File: src/rtl/cmp_sort_pkg.sv
// Shared types and helpers for the cmp_sort_ctrl sorting controller.
package cmp_sort_pkg;

  typedef enum logic [1:0] {
    LOAD  = 2'd0,
    SORT  = 2'd1,
    DRAIN = 2'd2
  } state_t;

  function automatic int cnt_width(input int depth);
    int w;
    w = $clog2(depth);
    return (w < 1) ? 1 : w;
  endfunction

endpackage

File: src/rtl/cmp_swap.sv
// Combinational compare/swap cell: orders an unsigned pair, equal words stay put.
module cmp_swap #(
  parameter int WIDTH = 32
) (
  input  logic [WIDTH-1:0] a,
  input  logic [WIDTH-1:0] b,
  output logic [WIDTH-1:0] lo,
  output logic [WIDTH-1:0] hi,
  output logic             swap
);

  always_comb begin
    swap = a > b;
    lo   = swap ? b : a;
    hi   = swap ? a : b;
  end

endmodule

File: src/rtl/cmp_sort_ctrl.sv
// Batch bubble-sort controller sharing one cmp_swap across a DEPTH-word buffer.
// Optional macro CMP_SORT_EARLY_EXIT_EN ends SORT after a pass with no swaps.
module cmp_sort_ctrl
  import cmp_sort_pkg::*;
#(
  parameter int WIDTH = 32,
  parameter int DEPTH = 8
) (
  input  logic             clk,
  input  logic             rst_n,
  input  logic             in_valid,
  input  logic [WIDTH-1:0] in_data,
  output logic             in_ready,
  output logic             out_valid,
  output logic [WIDTH-1:0] out_data,
  input  logic             out_ready,
  output logic             busy
);

  localparam int CW = cnt_width(DEPTH);
  localparam logic [CW-1:0] ONE   = CW'(1);
  localparam logic [CW-1:0] LAST  = CW'(DEPTH - 1);
  localparam logic [CW-1:0] LAST2 = CW'(DEPTH - 2);

  state_t          state, state_nxt;
  logic [CW-1:0]   wr_idx, rd_idx, j, pass;
  logic [CW-1:0]   j_nxt;
  logic [WIDTH-1:0] mem [DEPTH];

  logic [WIDTH-1:0] lo, hi;
  logic             swap;
  logic             pass_end, sort_done, early_stop;

  assign j_nxt = j + ONE;

  cmp_swap #(.WIDTH(WIDTH)) u_cmp_swap (
    .a    (mem[j]),
    .b    (mem[j_nxt]),
    .lo   (lo),
    .hi   (hi),
    .swap (swap)
  );

`ifdef CMP_SORT_EARLY_EXIT_EN
  logic swapped, pass_swapped;

  // The flag is logically cleared at j=0, so ignore its stored value there.
  assign pass_swapped = ((j == '0) ? 1'b0 : swapped) | swap;
  assign early_stop   = !pass_swapped;

  always_ff @(posedge clk) begin
    if (!rst_n) begin
      swapped <= 1'b0;
    end else if (state == SORT) begin
      swapped <= pass_swapped;
    end
  end
`else
  assign early_stop = 1'b0;
`endif

  assign pass_end  = (j == LAST2);
  assign sort_done = pass_end && ((pass == LAST2) || early_stop);

  always_comb begin
    state_nxt = state;
    in_ready  = 1'b0;
    out_valid = 1'b0;
    busy      = 1'b0;
    out_data  = '0;
    unique case (state)
      LOAD: begin
        in_ready = 1'b1;
        if (in_valid && (wr_idx == LAST)) state_nxt = SORT;
      end
      SORT: begin
        busy = 1'b1;
        if (sort_done) state_nxt = DRAIN;
      end
      DRAIN: begin
        out_valid = 1'b1;
        out_data  = mem[rd_idx];
        if (out_ready && (rd_idx == LAST)) state_nxt = LOAD;
      end
      default: state_nxt = LOAD;
    endcase
  end

  always_ff @(posedge clk) begin
    if (!rst_n) begin
      state  <= LOAD;
      wr_idx <= '0;
      rd_idx <= '0;
      j      <= '0;
      pass   <= '0;
    end else begin
      state <= state_nxt;
      unique case (state)
        LOAD: if (in_valid) begin
          if (wr_idx == LAST) begin
            wr_idx <= '0;
            j      <= '0;
            pass   <= '0;
          end else begin
            wr_idx <= wr_idx + ONE;
          end
        end
        SORT: begin
          if (sort_done) begin
            j      <= '0;
            pass   <= '0;
            rd_idx <= '0;
          end else if (pass_end) begin
            j    <= '0;
            pass <= pass + ONE;
          end else begin
            j <= j_nxt;
          end
        end
        DRAIN: if (out_ready) begin
          if (rd_idx == LAST) begin
            rd_idx <= '0;
            wr_idx <= '0;
          end else begin
            rd_idx <= rd_idx + ONE;
          end
        end
        default: ;
      endcase
    end
  end

  // Buffer is never reset; a non-swapping compare leaves both words unchanged.
  always_ff @(posedge clk) begin
    if (rst_n) begin
      if (state == LOAD && in_valid) begin
        mem[wr_idx] <= in_data;
      end else if (state == SORT && swap) begin
        mem[j]     <= lo;
        mem[j_nxt] <= hi;
      end
    end
  end

endmodule

File: config.mk
export PLATFORM = sky130hd
export DESIGN_NAME = cmp_sort_ctrl
export DESIGN_NICKNAME = d
export VERILOG_FILES = /design/src/rtl/cmp_sort_pkg.sv /design/src/rtl/cmp_swap.sv /design/src/rtl/cmp_sort_ctrl.sv
export SDC_FILE = /design/constraint.sdc
export NUM_CORES = 1
export LEC_CHECK = 0
export CAP_MARGIN = 25
export CORE_MARGIN = 3
export CORE_UTILIZATION = 63
export DETAILED_ROUTE_END_ITERATION = 16
export PLACE_DENSITY = 0.82
export SLEW_MARGIN = 10
export SYNTH_ARGS = -nofsm -noshare
export SYNTH_HDL_FRONTEND = slang
export SYNTH_SLANG_ARGS = --single-unit
File: constraint.sdc
create_clock -name clk -period 15.94 [get_ports clk]
set_input_delay 4.782 -clock clk [delete_from_list [all_inputs] [get_ports clk]]
set_output_delay 4.782 -clock clk [all_outputs]
set_load 0.05 [all_outputs]
Word-level counts from Yosys, hierarchy flattened

Memory sizes are Yosys's and may differ from the RTL's. A register that Yosys moved wholly into a read port is not among the register bits.
Index checks and enable logic that the tools add are counted.

Flip-flop bits (word level): 14
Bits in writable memories: 256
Bits of input ports: 36
Output and inout port bits: 35
Logic and storage cells: 81
Memories kept: 1

Add/sub/neg operators: 4
$lt $le $gt $ge: 1
Equality and inequality tests: 14
Mux-type cells: 41
Reduce and logical (&&, ||, !) cells: 15

Memory list:

| memory | words | bits a word | read ports | clocked after memory_dff | write ports | RTL line            | text |
|---|---|---|---|---|---|---|---|
| mem    | 8     | 32          | 3          | 2                        | 2           | cmp_sort_ctrl.sv:28 | `logic [WIDTH-1:0] mem [DEPTH];` |

Operators by type and width:

| operator                                                        | count |
|---|---|
| 32-bit 2-to-1 mux                                               | 4 |
| 3-bit 2-to-1 mux                                                | 18 |
| 32-bit greater-than comparator                                  | 1 |
| 32-bit OR reduction                                             | 1 |
| 3-bit one-hot mux with 2 select lines                           | 4 |
| 2-bit != test, second input constant                            | 7 |
| 3-bit by 1-bit adder with 3-bit output, second input constant   | 4 |
| 3-bit == test, second input constant                            | 4 |
| 1-bit 2-to-1 mux                                                | 11 |
| 3-bit AND reduction                                             | 3 |
| 4-bit AND reduction                                             | 2 |
| 2-bit 2-to-1 mux                                                | 3 |
| 2-bit one-hot mux with 3 select lines                           | 1 |
| 2-bit nonzero test                                              | 3 |
| 1-bit logical AND                                               | 5 |
| 3-bit != test, second input constant                            | 1 |
| 2-bit by 1-bit == test with 1-bit output, second input constant | 1 |
| 2-bit == test, second input constant                            | 1 |
| 2-bit logical NOT                                               | 1 |

Logic depth before layout (Yosys ltp)

An unclocked memory read counts as a cell.

Word-level depth: 10
Gate-level depth with buffers: 18

Hierarchy

From an unflattened synthesis, not the netlist that was laid out.

Cells, all modules: 1616
Area, all modules: 19431.1 um^2

Modules (own cells, without submodules):

| module        | times used | cells each | area each (um^2) | seq. area each (um^2) |
|---|---|---|---|---|
| cmp_sort_ctrl | 1          | 1429       | 17559.3          | 8087.8 |
| cmp_swap      | 1          | 187        | 1871.8           | 0.0 |

Least setup slack after synthesis

OpenSTA, ideal clock, no wires.

Path kind: in2reg
Start point: input port in_valid
End point: memory mem[4][0], enable pin
Data arrival time: 7.772 ns
Data required time: 15.468 ns
Slack: 7.696 ns
Cell stages on the path: 4
Buffers on the path: 0
Path through: inv_1 nor3_1 nand3_1 o32ai_1

RTL lines:

| element            | RTL line            | text |
|---|---|---|
| start: declaration | cmp_sort_ctrl.sv:11 | `input logic in_valid,` |
| end: declaration   | cmp_sort_ctrl.sv:28 |  |

==> results by group <==
Clock tree
  • Root Driver: clkbuf_16
  • Post CTS Setup Buffer Count: 0
  • Clock transition at path regs: 0.06 ns
  • CTS Hold Buffers Added: 0
  • Clk_lat worst skew: 0.57 ns
  • CTS Buf Count: 31
  • CTS Sinks: 276
  • TritonCTS clock tree: yes
  • Clock buffer depth: 3
  • # resized after CTS: 0
  • # H-tree levels: 1

Synthesis
  • Unique masters post-synth: 49
  • Mux share of post-synthesis cell area: 39.7%
  • Synth Area in Compound Gates: 9.42%
  • Number of synthesized flops with an enable pin: 256
  • Synth top area share: 35.1%
  • Net Count, Synth: 1919
  • Top area cells in the synthesized netlist: edfxtp_1 (35%), mux2_4 (17%), mux4_2 (13%)
  • Post-synthesis sequential area ratio: 37.0%
  • Largest family of logic cells by synthesized area: multiplexers
  • Seq cells post-synth: 276
  • Most common cell in the netlist: edfxtp_1
  • Synth Area per Inst: 11.9 µm²
  • Adder-Cell Fraction of Synth Area: 2.29%
  • XOR/XNOR Fraction of Synth Area: 0.0801%
  • Ys flop type: edfxtp_1
  • Post-Synthesis Cell Area: 21900 µm²
  • Ys async rst share: 0%
  • Synth area leader: edfxtp_1
  • Top cells by count, synth: edfxtp_1 (256), mux2_4 (250), nand2_1 (208)
  • Mapped Cells: 1843
  • Yosys warning total: 0
  • Simple-gate portion of the synthesized area: 7.47%

Global route
  • Largest net degree at the start of global routing: 135
  • First-pass GRT wire length: 90300 µm
  • Total global routing overflow: 0
  • Gr usage total: 32.0%
  • Antenna violations before repair: 0
  • Vias in the first global route: 16423

Placed design
  • PortBufs: 70
  • Routability Congestion: 0.824
  • HPWL after detailed placement: 34100 µm

STA
  • Max Slew Vio Count: 0
  • Final setup TNS: 0 ns
  • Min cycle time layout: 8.63 ns
  • WHS: 0.514 ns
  • Slew @ Worst Pin: 1.05 ns
  • Slew margin rel.: 30.3%
  • Period utilization: 54.2%
  • Fmax: 0.116 GHz
  • RSZ-0062 raised after global routing: false
  • Clock skew: 0.0142 ns
  • Final setup violation count: 0
  • Hold Vio Cnt, Final: 0

Finish
  • Ant. Diodes: 0
  • Area grow syn2layout: 8.67%
  • Fill cells: 2305
  • Layout cells sized above 1: 28.6%
  • Nets: 1899

Setup path
  • Critical path cell sequence: buf_4 > mux4_2 > mux2i_1 > nor2_1 > clkdlybuf4s50_1
  • Crit path max fanout: 39
  • Startpoint type of the worst setup path: flip-flop
  • Max stage delay on crit path: 0.78 ns
  • Crit path arrival time: 3.85 ns
  • R2r endpoint: mem[7][31]
  • Cells on worst reg2reg path: 15
  • CP required: 11.16 ns
  • Reg-to-reg slack, setup: 8.38 ns
  • Worst setup endpoint: out_data[16]
  • Reg-to-Reg Start: j[0]
  • CP endpoint kind: output port
  • WS Path Type: reg -> out
  • Crit-path slowest cell: buf_4

Routing
  • # DRC: 0
  • Detailed Route WL: 59500 µm
  • DR WL/cell: 25.9 µm
  • Pre-antenna DRT Iters: 7
  • DR vias/cell: 7.02
  • DRT antenna net count: 0
  • Initial drt markers: 1750
  • Vias: 16084

Run
  • Max_cap viols: 0

Floorplan
  • Die X: 192 µm
  • DIE HEIGHT: 192 µm
  • Starting Density: 64.6%
  • # IOs: 71
  • # rows: 67
  • Core ar.: 33900 µm²
  • Die area: 37000 µm²

Pwr
  • LEAKAGE: 0.00836 µW
  • Maximum vdd ir drop: 0.0815 mV
  • Power Density: 67.8 nW/µm²

Hold path
  • Hold WC Path Type: reg -> reg

Outcome
  • Status: finished clean
==> cell usage in the layout (no fill, tap or decap), types with 3 or more instances in the layout <==
cell / instances
a21oi_1: 84
o21ai_0: 200
a21boi_0: 3
o22ai_1: 64
nor2_4: 6
nor2b_1: 11
nand2_2: 3
a32oi_1: 3
buf_16: 3
inv_1: 9
clkinv_2: 11
ha_1: 40
clkbuf_1: 5
a31oi_1: 6
mux2_2: 36
mux2_4: 250
dfxtp_2: 3
nor2_1: 136
dfxtp_4: 4
buf_4: 31
clkdlybuf4s50_1: 70
nor3_1: 7
mux4_2: 128
edfxtp_1: 256
nand4_1: 8
nand3_1: 5
o22ai_4: 6
clkinv_1: 4
nand2_1: 205
mux2i_1: 161
dfxtp_1: 13
clkbuf_16: 31
==> per-stage QoR <==
step | cells | area [µm²] | total power [µW] | setup WS, ns | util [%]
after floorplan | 1843 | 21900 | 907 | 7.70 | -
after global placement | 2235 | 22800 | 941 | 7.79 | 67.2
after detailed placement | 2235 | 22800 | 948 | 7.71 | 67.2
after CTS | 2289 | 23700 | 1610 | 7.25 | 69.9
after global routing | 2292 | 23800 | 1660 | 7.13 | 70.2
final | 2292 | 23800 | 1610 | 7.31 | 70.2
==> sequential cells by signal, indices dropped and copies added, names as in the netlist, named ones only <==
register / cells
rd_idx: 3
wr_idx: 3
mem: 256
state: 2
j: 3
pass: 3
==> worst max-delay path: cells and delay by family (launching register included) <==
kind	cells	cell delay, ns
buf+inv	2	1.50
mux	2	0.93
simple gates	1	0.07
flops	1	0.71
==> cell families (layout without fill, tap and decap cells) <==
kind of cell    after synthesis  count (layout)
mux                         577             577
fa+ha+maj                    40              40
simple gates                400             400
xor+xnor                      2               2
buf+inv                     168             169
compound gates              380             380
flops                       276             276
==> area by class of cell <==
cell class                 instances  area (µm²)  share of cell area, %
clock inverter                    18         139                  0.584
clock buffer                      36         795                   3.34
sequential                       276        8110                   34.1
inverter                          10        37.5                  0.158
tap                              448         561                   2.36
multi-input combinational       1399       13100                   55.1
timing repair buffer             105        1040                   4.36
==> power breakdown <==
group          internal (µW)  switching (µW)  leakage [µW]
Clock                    385             291      0.000470
Combinational           72.1            58.2       0.00542
Sequential               799            5.65       0.00248
==> how the worst min path moves through the flow <==
stage / start / endpoint / slack, ns / cells past startpoint
global placement: pass[2] / pass[2] / 0.48 / 2
global route: pass[2] / pass[2] / 0.57 / 2
finish: pass[2] / pass[2] / 0.51 / 2
CTS: pass[2] / pass[2] / 0.51 / 2
detailed placement: pass[2] / pass[2] / 0.50 / 2
floorplan: pass[2] / pass[2] / 0.46 / 2
==> routing by layer <==
metal	vias up	share of wire [%]	track usage [%]
met1	7886	36	38.7
li1	7026	-	-
met4	0	4.9	15.2
met2	917	50	55.7
met3	255	9.5	5.29
met5	-	0	0
Power figures use the tool's default switching activity.
